### src/rtl/avl_arb_pkg.sv
`default_nettype none
// ============================================================================
//  Module      : avl_arb_pkg
//  Description : Shared types and constants for the two-master Avalon-style
//                bus arbiter: master identifiers and bus field widths.
//  Revision    : 1.0  initial release
// ============================================================================
package avl_arb_pkg;

    // Bus field widths used by i_avl_bus.
    localparam int AVL_ADDR_W = 32;
    localparam int AVL_DATA_W = 32;
    localparam int AVL_BE_W   = AVL_DATA_W / 8;

    // One bit is enough to name either master.
    typedef logic master_id_t;

    localparam master_id_t M_IFETCH = 1'b0;   // instruction-fetch master
    localparam master_id_t M_DATA   = 1'b1;   // data / load-store master

    // The master that is not 'id'. Used by round-robin to pick the
    // requester that was not served last.
    function automatic master_id_t other_master(input master_id_t id);
        return ~id;
    endfunction

endpackage
`default_nettype wire

### src/rtl/avl_bus_arbiter_if.sv
`default_nettype none
// ============================================================================
//  Module      : i_avl_bus
//  Description : Pipelined Avalon-style memory bus. The request phase uses
//                read/write with request_ready as the accept strobe; read
//                data returns later, in order, qualified by read_data_valid.
//                There are no write responses.
//  Ports       : master modport drives address/byte_en/write_data/read/write
//                and samples request_ready/read_data/read_data_valid;
//                slave modport is the mirror image.
//  Revision    : 1.0  initial release
// ============================================================================
interface i_avl_bus;
    import avl_arb_pkg::*;

    logic [AVL_ADDR_W-1:0] address;
    logic [AVL_BE_W-1:0]   byte_en;
    logic [AVL_DATA_W-1:0] write_data;
    logic                  read;
    logic                  write;
    logic                  request_ready;
    logic [AVL_DATA_W-1:0] read_data;
    logic                  read_data_valid;

    modport master (
        output address, byte_en, write_data, read, write,
        input  request_ready, read_data, read_data_valid
    );

    modport slave (
        input  address, byte_en, write_data, read, write,
        output request_ready, read_data, read_data_valid
    );

endinterface
`default_nettype wire

### src/rtl/avl_arb_id_fifo.sv
`default_nettype none
// ============================================================================
//  Module      : avl_arb_id_fifo
//  Description : Small synchronous FIFO of master IDs, one entry per read in
//                flight. The head entry names the master that owns the next
//                returning read_data_valid.
//  Ports       : clk, rest (async, active-high)
//                push/push_id : enqueue an ID (ignored while full)
//                pop          : dequeue the head (ignored while empty)
//                head_id      : ID at the head
//                full/empty/count : occupancy
//  Revision    : 1.0  initial release
// ============================================================================
module avl_arb_id_fifo
    import avl_arb_pkg::*;
#(
    parameter int DEPTH = 4     // power of two, at least 2
) (
    input  logic                       clk,
    input  logic                       rest,
    input  logic                       push,
    input  master_id_t                 push_id,
    input  logic                       pop,
    output master_id_t                 head_id,
    output logic                       full,
    output logic                       empty,
    output logic [$clog2(DEPTH+1)-1:0] count
);

    localparam int PTR_W = $clog2(DEPTH);
    localparam int CNT_W = $clog2(DEPTH + 1);

    master_id_t             r_mem [DEPTH];
    logic [PTR_W-1:0]       r_wr_ptr;
    logic [PTR_W-1:0]       r_rd_ptr;
    logic [CNT_W-1:0]       r_count;

    logic w_push;
    logic w_pop;

    assign full    = (r_count == CNT_W'(DEPTH));
    assign empty   = (r_count == '0);
    assign count   = r_count;
    assign head_id = r_mem[r_rd_ptr];

    // Guard against overflow/underflow locally so the counters stay
    // consistent even if a caller misbehaves.
    assign w_push = push & ~full;
    assign w_pop  = pop  & ~empty;

    // Pointers are exactly log2(DEPTH) bits, so they wrap naturally.
    always_ff @(posedge clk or posedge rest) begin
        if (rest) begin
            r_wr_ptr <= '0;
            r_rd_ptr <= '0;
            r_count  <= '0;
        end else begin
            if (w_push) begin
                r_wr_ptr <= r_wr_ptr + PTR_W'(1);
            end
            if (w_pop) begin
                r_rd_ptr <= r_rd_ptr + PTR_W'(1);
            end
            case ({w_push, w_pop})
                2'b10:   r_count <= r_count + CNT_W'(1);
                2'b01:   r_count <= r_count - CNT_W'(1);
                default: r_count <= r_count;
            endcase
        end
    end

    // Storage needs no reset: an entry is only read after it was written.
    always_ff @(posedge clk) begin
        if (w_push) begin
            r_mem[r_wr_ptr] <= push_id;
        end
    end

endmodule
`default_nettype wire

### src/rtl/avl_bus_arbiter.sv
`default_nettype none
// ============================================================================
//  Module      : avl_bus_arbiter
//  Description : Two-master to one-slave arbiter. Master 0 is instruction
//                fetch, master 1 is load/store data. The grant is
//                combinational; every accepted read pushes the issuing master
//                ID into a FIFO so in-order read data is steered back to the
//                correct master with zero added latency.
//  Ports       : clk, rest (async, active-high)
//                avl_s0     : slave port facing master 0 (instruction fetch)
//                avl_s1     : slave port facing master 1 (data)
//                avl_m0     : master port to the shared memory slave
//                outstanding: reads currently in flight
//                err_unexpected_rsp : sticky, a response arrived with no read
//                             in flight (expected after a mid-flight reset)
//  Revision    : 1.0  initial release
// ============================================================================
module avl_bus_arbiter
    import avl_arb_pkg::*;
#(
    parameter int MAX_OUTSTANDING = 4,  // read-ID FIFO depth, power of two >= 2
    parameter int FIXED_PRIO      = 0   // 0: round-robin, 1: master 1 always wins
) (
    input  logic                                 clk,
    input  logic                                 rest,
    i_avl_bus.slave                              avl_s0,
    i_avl_bus.slave                              avl_s1,
    i_avl_bus.master                             avl_m0,
    output logic [$clog2(MAX_OUTSTANDING+1)-1:0] outstanding,
    output logic                                 err_unexpected_rsp
);

    localparam int CNT_W = $clog2(MAX_OUTSTANDING + 1);

    // ------------------------------------------------------------------
    // Request detection and grant
    // ------------------------------------------------------------------
    logic       w_req0;
    logic       w_req1;
    logic       w_gnt_vld;
    master_id_t w_gnt_id;
    master_id_t r_rr_last;

    assign w_req0    = avl_s0.read | avl_s0.write;
    assign w_req1    = avl_s1.read | avl_s1.write;
    assign w_gnt_vld = w_req0 | w_req1;

    generate
        if (FIXED_PRIO != 0) begin : g_fixed_prio
            assign w_gnt_id = w_req1 ? M_DATA : M_IFETCH;
        end else begin : g_round_robin
            // On contention serve whoever was not served last; otherwise
            // the sole requester. With no request this resolves to master 0
            // so the forwarded (don't-care) fields come from master 0.
            assign w_gnt_id = (w_req0 && w_req1) ? other_master(r_rr_last)
                                                 : (w_req1 ? M_DATA : M_IFETCH);
        end
    endgenerate

    // ------------------------------------------------------------------
    // Request forwarding
    // ------------------------------------------------------------------
    logic [AVL_ADDR_W-1:0] w_sel_addr;
    logic [AVL_BE_W-1:0]   w_sel_be;
    logic [AVL_DATA_W-1:0] w_sel_wdata;
    logic                  w_sel_read;
    logic                  w_sel_write;

    always_comb begin
        w_sel_addr  = avl_s0.address;
        w_sel_be    = avl_s0.byte_en;
        w_sel_wdata = avl_s0.write_data;
        w_sel_read  = avl_s0.read;
        w_sel_write = avl_s0.write;
        if (w_gnt_id == M_DATA) begin
            w_sel_addr  = avl_s1.address;
            w_sel_be    = avl_s1.byte_en;
            w_sel_wdata = avl_s1.write_data;
            w_sel_read  = avl_s1.read;
            w_sel_write = avl_s1.write;
        end
    end

    // ------------------------------------------------------------------
    // Read-ID FIFO
    // ------------------------------------------------------------------
    logic             w_fifo_full;
    logic             w_fifo_empty;
    logic             w_push;
    logic             w_pop;
    master_id_t       w_head_id;
    logic [CNT_W-1:0] w_fifo_count;

    // A read is only launched when a FIFO slot is free at the start of the
    // cycle. A pop in the same cycle does not free the slot early, so the
    // response path never feeds combinationally into request_ready.
    logic w_accept;
    assign w_accept = ~rest & w_gnt_vld & avl_m0.request_ready
                    & (w_sel_write | ~w_fifo_full);

    assign w_push = w_accept & w_sel_read & ~w_fifo_full;
    assign w_pop  = ~rest & avl_m0.read_data_valid & ~w_fifo_empty;

    avl_arb_id_fifo #(
        .DEPTH   (MAX_OUTSTANDING)
    ) u_id_fifo (
        .clk     (clk),
        .rest    (rest),
        .push    (w_push),
        .push_id (w_gnt_id),
        .pop     (w_pop),
        .head_id (w_head_id),
        .full    (w_fifo_full),
        .empty   (w_fifo_empty),
        .count   (w_fifo_count)
    );

    // ------------------------------------------------------------------
    // Slave-side drive. A stalled read keeps the grant (so the master keeps
    // its turn) but read is withheld from the slave.
    // ------------------------------------------------------------------
    assign avl_m0.address    = w_sel_addr;
    assign avl_m0.byte_en    = w_sel_be;
    assign avl_m0.write_data = w_sel_wdata;
    assign avl_m0.read       = ~rest & w_sel_read & ~w_fifo_full;
    assign avl_m0.write      = ~rest & w_sel_write;

    // ------------------------------------------------------------------
    // Master-side handshake and response routing
    // ------------------------------------------------------------------
    assign avl_s0.request_ready   = w_accept & (w_gnt_id == M_IFETCH);
    assign avl_s1.request_ready   = w_accept & (w_gnt_id == M_DATA);

    assign avl_s0.read_data       = avl_m0.read_data;
    assign avl_s1.read_data       = avl_m0.read_data;
    assign avl_s0.read_data_valid = w_pop & (w_head_id == M_IFETCH);
    assign avl_s1.read_data_valid = w_pop & (w_head_id == M_DATA);

    assign outstanding = w_fifo_count;

    // ------------------------------------------------------------------
    // Round-robin history and error flag
    // ------------------------------------------------------------------
    // Reset to master 1 so master 0 wins the first contention.
    always_ff @(posedge clk or posedge rest) begin
        if (rest) begin
            r_rr_last <= M_DATA;
        end else if (w_accept) begin
            r_rr_last <= w_gnt_id;
        end
    end

    // A response with nothing in flight is dropped and flagged until reset.
    always_ff @(posedge clk or posedge rest) begin
        if (rest) begin
            err_unexpected_rsp <= 1'b0;
        end else if (avl_m0.read_data_valid && w_fifo_empty) begin
            err_unexpected_rsp <= 1'b1;
        end
    end

endmodule
`default_nettype wire

### src/flat_wrapper.sv
// flat-port wrapper written by rule: the top's interface ports become plain ports
module avl_bus_arbiter_flat import avl_arb_pkg::*;
#(
    parameter int MAX_OUTSTANDING = 4,                                          
    parameter int FIXED_PRIO      = 0                                             
)
  (clk, rest, outstanding, err_unexpected_rsp, avl_s0_address, avl_s0_byte_en, avl_s0_write_data, avl_s0_read, avl_s0_write, avl_s0_request_ready, avl_s0_read_data, avl_s0_read_data_valid, avl_s1_address, avl_s1_byte_en, avl_s1_write_data, avl_s1_read, avl_s1_write, avl_s1_request_ready, avl_s1_read_data, avl_s1_read_data_valid, avl_m0_address, avl_m0_byte_en, avl_m0_write_data, avl_m0_read, avl_m0_write, avl_m0_request_ready, avl_m0_read_data, avl_m0_read_data_valid);
  i_avl_bus avl_s0_i ();
  i_avl_bus avl_s1_i ();
  i_avl_bus avl_m0_i ();
  input  logic clk;
  input  logic rest;
  output logic [$clog2(MAX_OUTSTANDING+1)-1:0] outstanding;
  output logic err_unexpected_rsp;
  input wire logic [$bits(avl_s0_i.address)-1:0] avl_s0_address;
  input wire logic [$bits(avl_s0_i.byte_en)-1:0] avl_s0_byte_en;
  input wire logic [$bits(avl_s0_i.write_data)-1:0] avl_s0_write_data;
  input wire logic [$bits(avl_s0_i.read)-1:0] avl_s0_read;
  input wire logic [$bits(avl_s0_i.write)-1:0] avl_s0_write;
  output wire logic [$bits(avl_s0_i.request_ready)-1:0] avl_s0_request_ready;
  output wire logic [$bits(avl_s0_i.read_data)-1:0] avl_s0_read_data;
  output wire logic [$bits(avl_s0_i.read_data_valid)-1:0] avl_s0_read_data_valid;
  input wire logic [$bits(avl_s1_i.address)-1:0] avl_s1_address;
  input wire logic [$bits(avl_s1_i.byte_en)-1:0] avl_s1_byte_en;
  input wire logic [$bits(avl_s1_i.write_data)-1:0] avl_s1_write_data;
  input wire logic [$bits(avl_s1_i.read)-1:0] avl_s1_read;
  input wire logic [$bits(avl_s1_i.write)-1:0] avl_s1_write;
  output wire logic [$bits(avl_s1_i.request_ready)-1:0] avl_s1_request_ready;
  output wire logic [$bits(avl_s1_i.read_data)-1:0] avl_s1_read_data;
  output wire logic [$bits(avl_s1_i.read_data_valid)-1:0] avl_s1_read_data_valid;
  output wire logic [$bits(avl_m0_i.address)-1:0] avl_m0_address;
  output wire logic [$bits(avl_m0_i.byte_en)-1:0] avl_m0_byte_en;
  output wire logic [$bits(avl_m0_i.write_data)-1:0] avl_m0_write_data;
  output wire logic [$bits(avl_m0_i.read)-1:0] avl_m0_read;
  output wire logic [$bits(avl_m0_i.write)-1:0] avl_m0_write;
  input wire logic [$bits(avl_m0_i.request_ready)-1:0] avl_m0_request_ready;
  input wire logic [$bits(avl_m0_i.read_data)-1:0] avl_m0_read_data;
  input wire logic [$bits(avl_m0_i.read_data_valid)-1:0] avl_m0_read_data_valid;
  assign avl_s0_i.address = avl_s0_address;
  assign avl_s0_i.byte_en = avl_s0_byte_en;
  assign avl_s0_i.write_data = avl_s0_write_data;
  assign avl_s0_i.read = avl_s0_read;
  assign avl_s0_i.write = avl_s0_write;
  assign avl_s0_request_ready = avl_s0_i.request_ready;
  assign avl_s0_read_data = avl_s0_i.read_data;
  assign avl_s0_read_data_valid = avl_s0_i.read_data_valid;
  assign avl_s1_i.address = avl_s1_address;
  assign avl_s1_i.byte_en = avl_s1_byte_en;
  assign avl_s1_i.write_data = avl_s1_write_data;
  assign avl_s1_i.read = avl_s1_read;
  assign avl_s1_i.write = avl_s1_write;
  assign avl_s1_request_ready = avl_s1_i.request_ready;
  assign avl_s1_read_data = avl_s1_i.read_data;
  assign avl_s1_read_data_valid = avl_s1_i.read_data_valid;
  assign avl_m0_address = avl_m0_i.address;
  assign avl_m0_byte_en = avl_m0_i.byte_en;
  assign avl_m0_write_data = avl_m0_i.write_data;
  assign avl_m0_read = avl_m0_i.read;
  assign avl_m0_write = avl_m0_i.write;
  assign avl_m0_i.request_ready = avl_m0_request_ready;
  assign avl_m0_i.read_data = avl_m0_read_data;
  assign avl_m0_i.read_data_valid = avl_m0_read_data_valid;
  avl_bus_arbiter #(.MAX_OUTSTANDING(MAX_OUTSTANDING), .FIXED_PRIO(FIXED_PRIO)) u_core (.clk(clk), .rest(rest), .avl_s0(avl_s0_i), .avl_s1(avl_s1_i), .avl_m0(avl_m0_i), .outstanding(outstanding), .err_unexpected_rsp(err_unexpected_rsp));
endmodule
### config.mk
export PLATFORM = sky130hd
export DESIGN_NAME = avl_bus_arbiter_flat
export DESIGN_NICKNAME = d
export VERILOG_FILES = /design/src/rtl/avl_arb_pkg.sv /design/src/rtl/avl_bus_arbiter_if.sv /design/src/rtl/avl_arb_id_fifo.sv /design/src/rtl/avl_bus_arbiter.sv /design/src/flat_wrapper.sv
export SDC_FILE = /design/constraint.sdc
export NUM_CORES = 1
export LEC_CHECK = 0
export BUFFER_PORTS_ARGS = -buffer_cell sky130_fd_sc_hd__clkbuf_2
export CAP_MARGIN = 30
export CORE_AREA = 4 4 123 125
export DETAILED_ROUTE_END_ITERATION = 10
export DIE_AREA = 0 0 127 129
export SLEW_MARGIN = 15
export SYNTH_ARGS = -nofsm -noshare
export SYNTH_HDL_FRONTEND = slang
export SYNTH_SLANG_ARGS = --single-unit
export TNS_END_PERCENT = 5
### constraint.sdc
create_clock -name clk -period 2 [get_ports clk]
set_input_delay 0.5 -clock clk [delete_from_list [all_inputs] [get_ports clk]]
set_output_delay 0.5 -clock clk [all_outputs]
set_load 0.05 [all_outputs]
==> out/qor.csv, run 1 <==
stage,metric,value,unit
synthesis,flip-flop and latch count after synthesis,13,
power,Pleak,2.39,nW
worst_setup_path,CP peak stage delay,0.59,ns
worst_hold_path,hold crit path type,in2async,
routing,Initial DRC Count,76,
clock_tree,CTS Hold Bufs,0,
sta,slew margin rel.,0.724,
power,maximum vdd drop,0.000804,V
layout,most frequent cells in the layout,"nand2_1, clkbuf_2, clkbuf_8",
layout,Layout area overhead,110,%
clock_tree,clk root buf,clkbuf_16,
global_route,number of global-route vias before repair,2643,
routing,via count,2703,
synthesis,synth top area cells,"nand2_1, buf_4, dfrtp_1",
worst_setup_path,Critical Path End Type,primary output,
worst_setup_path,Startpoint Class,flip-flop,
floorplan,initial core utilization,0.149,
synthesis,synth unique cells,34,
job,max-cap check violation count,0,
worst_setup_path,Critical Setup Path Class,reg2out,
clock_tree,total CTS buffers,3,
clock_tree,Sink Count,13,
floorplan,die area,16400,um2
place,final estimated routing congestion in global placement,0.748,
power,Tot Pwr,0.00610,W
clock_tree,CTS tree,built,
sta,Final Hold Viols,0,
sta,FMAX,0.421,GHz
sta,final worst slack,-0.373,ns
synthesis,number of flops mapped to enable cells by yosys,4,
sta,setup TNS,-16.87,ns
synthesis,cell taking the most area after synthesis,nand2_1,
synthesis,share of the yosys chip area belonging to registers,0.168,
layout,"most common cell after layout, fill and taps aside",nand2_1,
layout,share of cells above drive strength 1,0.579,
clock_tree,largest buffer count on any clock path,2,
synthesis,Synth async-reset ratio,0.692,
sta,endpoints failing setup,75,
worst_setup_path,CP max FO,6,
worst_setup_path,WP buf/inv,1,
floorplan,Die Width,127,um
global_route,Tot GR Track Use,0.0987,
worst_setup_path,"critical path, cell by cell",nand2b_4 > a21oi_2 > or4b_4 > nor2_4 > buf_8,
routing,TritonRoute pass-1 iters,4,
floorplan,die height,129,um
floorplan,Rows,43,
routing,vias per inst,3.82,
sta,Max Slew Vio Count,0,
outcome,status,finished with violations,
routing,Routed met3 length,1000,um
power,Power Density,1410,nW/um2
layout,Final Util,0.311,
synthesis,post-synthesis cell count,346,
sta,slew of the pin with the lowest slew margin,0.408,ns
synthesis,Syn Std Cell Area,2060,um2
routing,DRC violations left,0,
routing,final routed wire length divided by cell count,13.0,um
worst_setup_path,Crit path max-delay family,simple AND/OR/NAND/NOR gates,
outcome,failing checks,negative setup slack,
floorplan,core area,13900,um2
floorplan,I/O pins,318,
global_route,"Remaining Overflow, GRT",0,
global_route,first-pass GRT wire length,13100,um
synthesis,Synth top area share,0.373,
synthesis,post-synthesis net count,528,
global_route,largest net degree at the start of global routing,39,
sta,fin crit share,1.19,
sta,Worst Skew,0.00550,ns
place,DP HPWL,6750,um
routing,top sig layer,met4,
layout,nets,710,
clock_tree,Worst-Skew Late Latency,0.24,ns
synthesis,Synth Warn #,0,
routing,DRT met1 WL,3420,um
layout,cell area after layout,4320,um2
routing,Routed Antenna Nets,0,
place,number of port buffers,221,
worst_setup_path,crit path DAT,1.87,ns
routing,met2 wire len,4480,um
sta,fin crit period,2.37,ns
synthesis,top_reg_cell synth,dfrtp_1,
layout,diode count,0,
worst_setup_path,CP max stage cell,dfstp_2,
sta,unrepaired setup endpoints after global routing,true,
synthesis,syn avg cell area,5.96,um2
clock_tree,htree depth,1,
clock_tree,clock-pin slew on the worst setup and hold paths,0.04,ns
routing,Post-Route WL,9220,um
place,placed cell area,3560,um2
global_route,initial antenna violation count,0,
sta,Worst Hold Margin,0.409,ns
worst_setup_path,Worst Path Required,1.50,ns
[power by group]
part / internal, W / leakage, nW / switching (W) / total [W]
sequential: 0.000398 / 0.136 / 0.000106 / 0.000503
clock: 0.000268 / 0.0382 / 0.000104 / 0.000372
combinational: 0.00221 / 2.22 / 0.00301 / 0.00523
[cell type report]
| cell class | instances | area (um2) |
|---|---|---|
| Fill cell | 1464 | 9560 |
| Timing Repair Buffer | 255 | 2330 |
| Multi-Input combinational cell | 248 | 1310 |
| Sequential cell | 13 | 349 |
| Tap cell | 180 | 225 |
| Clock buffer | 4 | 78.8 |
| Inverter | 7 | 31.3 |
[tightest hold or removal path, delay by kind of cell]
kind / cells / cell delay (ns)
buffers and inverters: 3 / 0.55
[flip-flops by register name, summed over array words and instances (netlist names)]
register,cells
u_core.u_id_fifo.count,3
u_core.u_id_fifo.r_mem,4
u_core.r_rr_last,1
u_core.u_id_fifo.r_wr_ptr,2
u_core.err_unexpected_rsp,1
u_core.u_id_fifo.r_rd_ptr,2
[metal layers]
metal  vias up  global-route usage
li1       1356                   -
met1      1143               0.113
met2       173               0.170
met3        31              0.0307
met4         0              0.0435
met5         -                   0
[stage by stage]
step / instances / setup WS, ns
after floorplan: 346 / -0.786
after global placement: 698 / -0.391
after detailed placement: 698 / -0.423
after CTS: 706 / -0.342
after global routing: 707 / -0.422
final: 707 / -0.373
[synthesized netlist by cell type, types with 2 or more instances]
library cell / number
xor2_1: 2
clkbuf_1: 12
xnor2_1: 4
ha_1: 5
inv_1: 6
buf_4: 64
a21oi_1: 2
and2_1: 5
dfrtp_1: 8
mux2_2: 2
nand2_1: 205
edfxtp_1: 4
nor3b_1: 3
buf_2: 2
nor2_1: 3
[worst paths after layout]
check	from	to	slack, ns	depth (start not counted)
min	rest	u_core.u_id_fifo.r_rd_ptr[1]$_DFFE_PP0P_	0.41	3
max in group asynchronous	rest	u_core.r_rr_last$_DFFE_PP1N_	1.29	3
min reg2reg	u_core.err_unexpected_rsp$_DFFE_PP0P_	u_core.err_unexpected_rsp$_DFFE_PP0P_	0.46	1
max	u_core.r_rr_last$_DFFE_PP1N_	avl_s0_request_ready	-0.37	5
min in group clk	u_core.err_unexpected_rsp$_DFFE_PP0P_	u_core.err_unexpected_rsp$_DFFE_PP0P_	0.46	1
max reg2reg	u_core.r_rr_last$_DFFE_PP1N_	u_core.u_id_fifo.count[2]$_DFFE_PP0P_	-0.24	10
[cells by family after synthesis]
logic type               after synthesis  share of synthesized area
XOR/XNOR                               6                     0.0255
AND/OR/NAND/NOR                      223                      0.433
flip-flops                            13                      0.168
AO/OA/AOI/OAI                          9                     0.0340
multiplexers                           4                     0.0273
buffers and inverters                 85                      0.272
adder cells (fa/ha/maj)                6                     0.0400
[what timing repair did]
action,4_1_cts,5_1_grt
hold endpoints to repair,0,0
resized for setup,130,25
gates cloned,2,2
pin swaps,37,5
setup buffers,2,0
setup endpoints to repair,76,76
(Power assumes the default switching activity.)
==> run 2, diff against run 1 <==
--- a/config.mk
+++ b/config.mk
@@ -7,10 +7,13 @@
 export LEC_CHECK = 0
 export BUFFER_PORTS_ARGS = -buffer_cell sky130_fd_sc_hd__clkbuf_2
 export CAP_MARGIN = 30
-export CORE_AREA = 4 4 123 125
+export CELL_PAD_IN_SITES_DETAIL_PLACEMENT = 0
+export CELL_PAD_IN_SITES_GLOBAL_PLACEMENT = 1
+export CORE_MARGIN = 4
+export CORE_UTILIZATION = 15
 export DETAILED_ROUTE_END_ITERATION = 10
-export DIE_AREA = 0 0 127 129
-export SLEW_MARGIN = 15
+export PLACE_DENSITY_LB_ADDON = 0.1
+export SLEW_MARGIN = 25
 export SYNTH_ARGS = -nofsm -noshare
 export SYNTH_HDL_FRONTEND = slang
 export SYNTH_SLANG_ARGS = --single-unit
==> run 2 against run 1 <==
Effect of this change:
- non-clock buffer count stayed put
- register-to-register slack worse by 0.03 ns
- the flow still finishes with violations (negative setup slack)
- power is 5.0% higher
- worst hold slack better by 0.010 ns
- highest routed layer unchanged
- fmax is 2.4% higher
- critical endpoint unchanged
- count of clock-buffer cells in the layout stayed put
- clock power hardly changed
- critical path depth stayed put
- core utilization is 2.8 points higher
==> out/qor.csv, run 2 (synthesized netlist as in run 1, its figures left out) <==
stage,metric,value,unit
sta,endpoints failing setup,74,
power,Power Density,1410,nW/um2
sta,FMAX,0.432,GHz
layout,max reg flops,4,
clock_tree,total CTS buffers,3,
layout,area of the multi-input gates,1390,um2
sta,setup TNS,-13.86,ns
clock_tree,largest buffer count on any clock path,2,
layout,Register Area,349,um2
routing,final routed wire length divided by cell count,13.5,um
worst_setup_path,CP max FO,4,
sta,fin crit period,2.32,ns
layout,diode count,0,
clock_tree,clk root buf,clkbuf_16,
floorplan,I/O pins,318,
layout,fill cell count,1450,
routing,via count,2697,
clock_tree,htree depth,1,
clock_tree,CTS tree,built,
floorplan,core area,13300,um2
clock_tree,clock-pin slew on the worst setup and hold paths,0.04,ns
power,Tot Pwr,0.00641,W
power,maximum vdd drop,0.000622,V
clock_tree,Worst-Skew Late Latency,0.24,ns
layout,Reg with most FFs,u_core.u_id_fifo.r_mem,
worst_setup_path,Critical Setup Path Class,reg2out,
layout,"most common cell after layout, fill and taps aside",nand2_1,
outcome,failing checks,negative setup slack,
place,number of port buffers,221,
global_route,initial antenna violation count,0,
power,Pleak,2.43,nW
sta,slew of the pin with the lowest slew margin,0.462,ns
routing,Initial DRC Count,45,
sta,unrepaired setup endpoints after global routing,true,
floorplan,die height,125,um
worst_setup_path,Worst Path Required,1.50,ns
floorplan,Die Width,125,um
sta,Final Hold Viols,0,
sta,fin crit share,1.16,
floorplan,initial core utilization,0.154,
clock_tree,CTS Hold Bufs,0,
global_route,largest net degree at the start of global routing,25,
layout,share of cells above drive strength 1,0.639,
floorplan,Rows,42,
floorplan,die area,15700,um2
routing,Routed Antenna Nets,0,
global_route,first-pass GRT wire length,14700,um
global_route,number of global-route vias before repair,2762,
sta,slew margin rel.,0.688,
worst_hold_path,hold crit path type,in2async,
global_route,"Remaining Overflow, GRT",0,
routing,vias per inst,3.84,
place,final estimated routing congestion in global placement,0.768,
global_route,Tot GR Track Use,0.114,
clock_tree,Sink Count,13,
routing,TritonRoute pass-1 iters,4,
sta,Worst Skew,0.000989,ns
routing,DRC violations left,0,
worst_setup_path,Critical Path End Type,primary output,
outcome,status,finished with violations,
sta,Max Slew Vio Count,0,
layout,most frequent cells in the layout,"nand2_1, clkbuf_2, buf_12",
place,DP HPWL,8050,um
layout,nets,710,
worst_setup_path,Startpoint Class,flip-flop,
sta,final worst slack,-0.317,ns
routing,Post-Route WL,9460,um
job,max-cap check violation count,0,
layout,Layout area overhead,120,%
worst_setup_path,crit path DAT,1.82,ns
-- run 2: changes by cell type in the layout (fill, tap and decap cells not counted), sizes merged --
cell	previous run	this run
inv	6	7
clkbuf	189	156
buf	70	103
clkinv	1	0
-- run 2: layout make-up --
cell class | count | share of cell area
clock buffers | 4 | 0.0174
inverters | 7 | 0.00580
multi-input cells | 248 | 0.306
flip-flops and latches | 13 | 0.0770
well taps | 176 | 0.0486
repair buffers | 255 | 0.545
-- run 2: metrics by stage --
| step | setup WS [ns] | cell area, um2 | cells | hold slack (ns) | util |
|---|---|---|---|---|---|
| 2_1_floorplan | -0.786 | 2090 | 346 | 0.327 | - |
| 3_3_place_gp | -0.395 | 4010 | 695 | 0.438 | 0.300 |
| 3_5_place_dp | -0.413 | 4010 | 695 | 0.457 | 0.300 |
| 4_1_cts | -0.338 | 4450 | 702 | 0.433 | 0.333 |
| 5_1_grt | -0.383 | 4530 | 703 | 0.479 | 0.340 |
| 6_report | -0.317 | 4530 | 703 | 0.419 | 0.340 |
-- run 2: timing repair --
item                                    CTS  global route
gates cloned                              1             0
endpoints found under the setup margin   76            76
resized for setup                        95            33
setup buffers                             2             1
pin swaps                                35            12
-- run 2: worst max-delay path: stages (launching register included) --
cell and delay [ns]:
dfrtp_2 0.44, or4b_2 0.65, a21oi_2 0.12, or4b_4 0.18, nor2_4 0.04, buf_8 0.14
-- run 2: report_power, final --
| part | total (W) | switching, W | internal (W) |
|---|---|---|---|
| Sequential | 0.000494 | 0.0000968 | 0.000397 |
| Combinational | 0.00554 | 0.00309 | 0.00245 |
| Clock | 0.000371 | 0.000103 | 0.000268 |
-- run 2: path summary, 6_finish.rpt --
path | cells past startpoint | slack, ns | endpoint | startpoint
min | 3 | 0.42 | u_core.u_id_fifo.count[2]$_DFFE_PP0P_ | rest
max in group asynchronous | 3 | 1.28 | u_core.r_rr_last$_DFFE_PP1N_ | rest
max reg2reg | 10 | -0.27 | u_core.u_id_fifo.count[2]$_DFFE_PP0P_ | u_core.r_rr_last$_DFFE_PP1N_
min reg2reg | 1 | 0.46 | u_core.err_unexpected_rsp$_DFFE_PP0P_ | u_core.err_unexpected_rsp$_DFFE_PP0P_
max | 5 | -0.32 | avl_s0_request_ready | u_core.u_id_fifo.count[0]$_DFFE_PP0P_
min in group clk | 1 | 0.46 | u_core.err_unexpected_rsp$_DFFE_PP0P_ | u_core.err_unexpected_rsp$_DFFE_PP0P_
-- run 2: metal layers --
metal	share of wire	wire length [um]	track usage	vias to the layer above
met1	0.37	3520	0.128	1176
met3	0.092	867	0.0354	9
li1	-	-	-	1355
met5	0	0	0	-
met2	0.53	5030	0.216	157
met4	0.0046	44	0.0147	0
==> run 3, diff against run 2 <==
--- a/config.mk
+++ b/config.mk
@@ -9,10 +9,11 @@
 export CAP_MARGIN = 30
 export CELL_PAD_IN_SITES_DETAIL_PLACEMENT = 0
 export CELL_PAD_IN_SITES_GLOBAL_PLACEMENT = 1
-export CORE_MARGIN = 4
-export CORE_UTILIZATION = 15
+export CORE_AREA = 4 4 122 124
 export DETAILED_ROUTE_END_ITERATION = 10
+export DIE_AREA = 0 0 126 128
 export PLACE_DENSITY_LB_ADDON = 0.1
+export SKIP_CTS_REPAIR_TIMING = 1
 export SLEW_MARGIN = 25
 export SYNTH_ARGS = -nofsm -noshare
 export SYNTH_HDL_FRONTEND = slang
==> constraint.sdc (replaced) <==
create_clock -name clk -period 2.9 [get_ports clk]
set_input_delay 0.58 -clock clk [delete_from_list [all_inputs] [get_ports clk]]
set_output_delay 0.58 -clock clk [all_outputs]
set_load 0.05 [all_outputs]
==> run 3 against run 2 <==
Effect of this change:
- the run now ends clean
- first-iteration DRC count grew 82%
- largest power group unchanged
- power shrank 45%
- via count shrank 6.1%
- wire length shrank 7.3%
==> out/qor.csv, run 3 (synthesized netlist as in run 1, its figures left out) <==
stage,metric,value,unit
outcome,status,"complete, no violations",
worst_setup_path,Critical Setup Path Class,reg2out,
power,Pleak,2.08,nW
worst_setup_path,Startpoint Class,flip-flop,
layout,most frequent cells in the layout,"nand2_1, clkbuf_2, buf_12",
power,Switch Pwr,0.00204,W
layout,max reg flops,4,
sta,slew margin rel.,0.678,
place,dpl ws,0.210,ns
worst_setup_path,worst r2r src,u_core.r_rr_last$_DFFE_PP1N_,
routing,vias per inst,3.73,
floorplan,die area,16100,um2
sta,setup TNS,0,ns
layout,area of the multi-input gates,1180,um2
worst_setup_path,CP max stage cell,dfstp_2,
clock_tree,Sink Count,13,
clock_tree,total CTS buffers,3,
power,sw frac,0.581,
clock_tree,htree depth,1,
floorplan,I/O pins,318,
sta,Worst Skew,0.00258,ns
routing,via count,2533,
global_route,"Remaining Overflow, GRT",0,
layout,Layout Cells excl Fill,679,
global_route,initial antenna violation count,0,
floorplan,core area,13800,um2
floorplan,die height,128,um
place,placed cells,675,
worst_setup_path,Worst Path Required,2.32,ns
layout,diode count,0,
worst_setup_path,CP peak stage delay,0.59,ns
floorplan,Rows,43,
layout,share of cells above drive strength 1,0.485,
global_route,number of global-route vias before repair,2380,
sta,endpoints failing setup,0,
worst_setup_path,CP max FO,7,
worst_setup_path,Critical Path End Type,primary output,
global_route,first-pass GRT wire length,12900,um
clock_tree,Worst-Skew Late Latency,0.24,ns
worst_hold_path,hold crit path type,in2async,
place,number of port buffers,221,
sta,final worst slack,0.335,ns
layout,Layout area overhead,71.2,%
place,DP HPWL,7610,um
sta,Final Hold Viols,0,
global_route,largest net degree at the start of global routing,42,
floorplan,initial core utilization,0.150,
routing,TritonRoute pass-1 iters,4,
clock_tree,CTS tree,built,
worst_setup_path,r2r setup slk,0.61,ns
sta,FMAX,0.390,GHz
power,combinational power share,0.825,
sta,Max Slew Vio Count,0,
power,Power Density,996,nW/um2
power,Clock power frac,0.073,
power,maximum vdd drop,0.000445,V
routing,Post-Route WL,8770,um
layout,nets,682,
worst_setup_path,"critical path, cell by cell",nand2b_1 > a21oi_1 > or4b_4 > nor2_1 > clkbuf_2,
global_route,Tot GR Track Use,0.0972,
sta,slew of the pin with the lowest slew margin,0.482,ns
place,final estimated routing congestion in global placement,0.782,
sta,unrepaired setup endpoints after global routing,false,
routing,final routed wire length divided by cell count,12.9,um
clock_tree,largest buffer count on any clock path,2,
power,Seq pwr share,0.102,
power,P_int,0.00147,W
sta,fin crit share,0.885,
layout,"most common cell after layout, fill and taps aside",nand2_1,
routing,Initial DRC Count,82,
clock_tree,clk root buf,clkbuf_16,
floorplan,Die Width,126,um
layout,fill cell count,1578,
routing,DRC violations left,0,
layout,Register Area,347,um2
sta,fin crit period,2.57,ns
routing,Routed Antenna Nets,0,
worst_setup_path,crit path DAT,1.99,ns
layout,Reg with most FFs,u_core.u_id_fifo.r_mem,
clock_tree,clock-pin slew on the worst setup and hold paths,0.04,ns
job,max-cap check violation count,0,
worst_setup_path,r2r worst-path depth,9,
worst_setup_path,Reg-to-Reg End,u_core.u_id_fifo.count[2]$_DFFE_PP0P_,
## run 3: cell count changes in the layout (fill, tap and decap cells not counted), sizes merged
cell / change
buf: -64
clkbuf: +36
## run 3: area by class of cell
class | count | share of cell area
clock buffers | 4 | 0.0223
inverters | 7 | 0.00744
multi-input cells | 248 | 0.335
flip-flops and latches | 13 | 0.0982
well taps | 180 | 0.0638
repair buffers | 227 | 0.473
## run 3: power groups by stage
stage / registers (W) / clock network, W / logic [W]
after global placement: 0.000365 / 0 / 0.00296
after CTS: 0.000363 / 0.000264 / 0.00296
after floorplan: 0.000435 / 0 / 0.00194
after global routing: 0.000379 / 0.000273 / 0.00309
after detailed placement: 0.000364 / 0 / 0.00295
final: 0.000360 / 0.000255 / 0.00290
## run 3: metrics by stage
stage | power [W] | instance area [um2] | utilization | hold WS, ns
final | 0.00352 | 3530 | 0.256 | 0.381
after global routing | 0.00374 | 3530 | 0.256 | 0.417
after CTS | 0.00358 | 3530 | 0.256 | 0.398
after detailed placement | 0.00332 | 3450 | 0.251 | 0.474
after global placement | 0.00333 | 3450 | 0.251 | 0.439
after floorplan | 0.00238 | 2080 | - | 0.407
## run 3: worst max path at each step
stage	from	end	slack, ns	depth (start not counted)
after floorplan	avl_s1_read	u_core.u_id_fifo.count[2]$_DFFE_PP0P_	0.0003	9
final	u_core.r_rr_last$_DFFE_PP1N_	avl_s0_request_ready	0.33	5
after CTS	u_core.r_rr_last$_DFFE_PP1N_	avl_m0_write_data[9]	0.30	6
after global placement	avl_s1_read	u_core.u_id_fifo.count[2]$_DFFE_PP0P_	0.27	10
after detailed placement	avl_s1_read	u_core.u_id_fifo.count[2]$_DFFE_PP0P_	0.21	10
after global routing	u_core.r_rr_last$_DFFE_PP1N_	avl_m0_write_data[9]	0.15	6
## run 3: layer usage
metal	part of all wire	wire (um)	GRT usage	vias up
met2	0.50	4410	0.176	180
met4	0.015	133	0.0240	0
li1	-	-	-	1301
met5	0	0	0	-
met3	0.13	1110	0.0371	17
met1	0.36	3110	0.108	1035
## run 3: worst max-delay path: cells and delay by family (launching register included)
| kind | cells | cell delay (ns) |
|---|---|---|
| AO/OA/AOI/OAI | 1 | 0.07 |
| buffers and inverters | 1 | 0.28 |
| flip-flops | 1 | 0.59 |
| AND/OR/NAND/NOR | 3 | 0.80 |
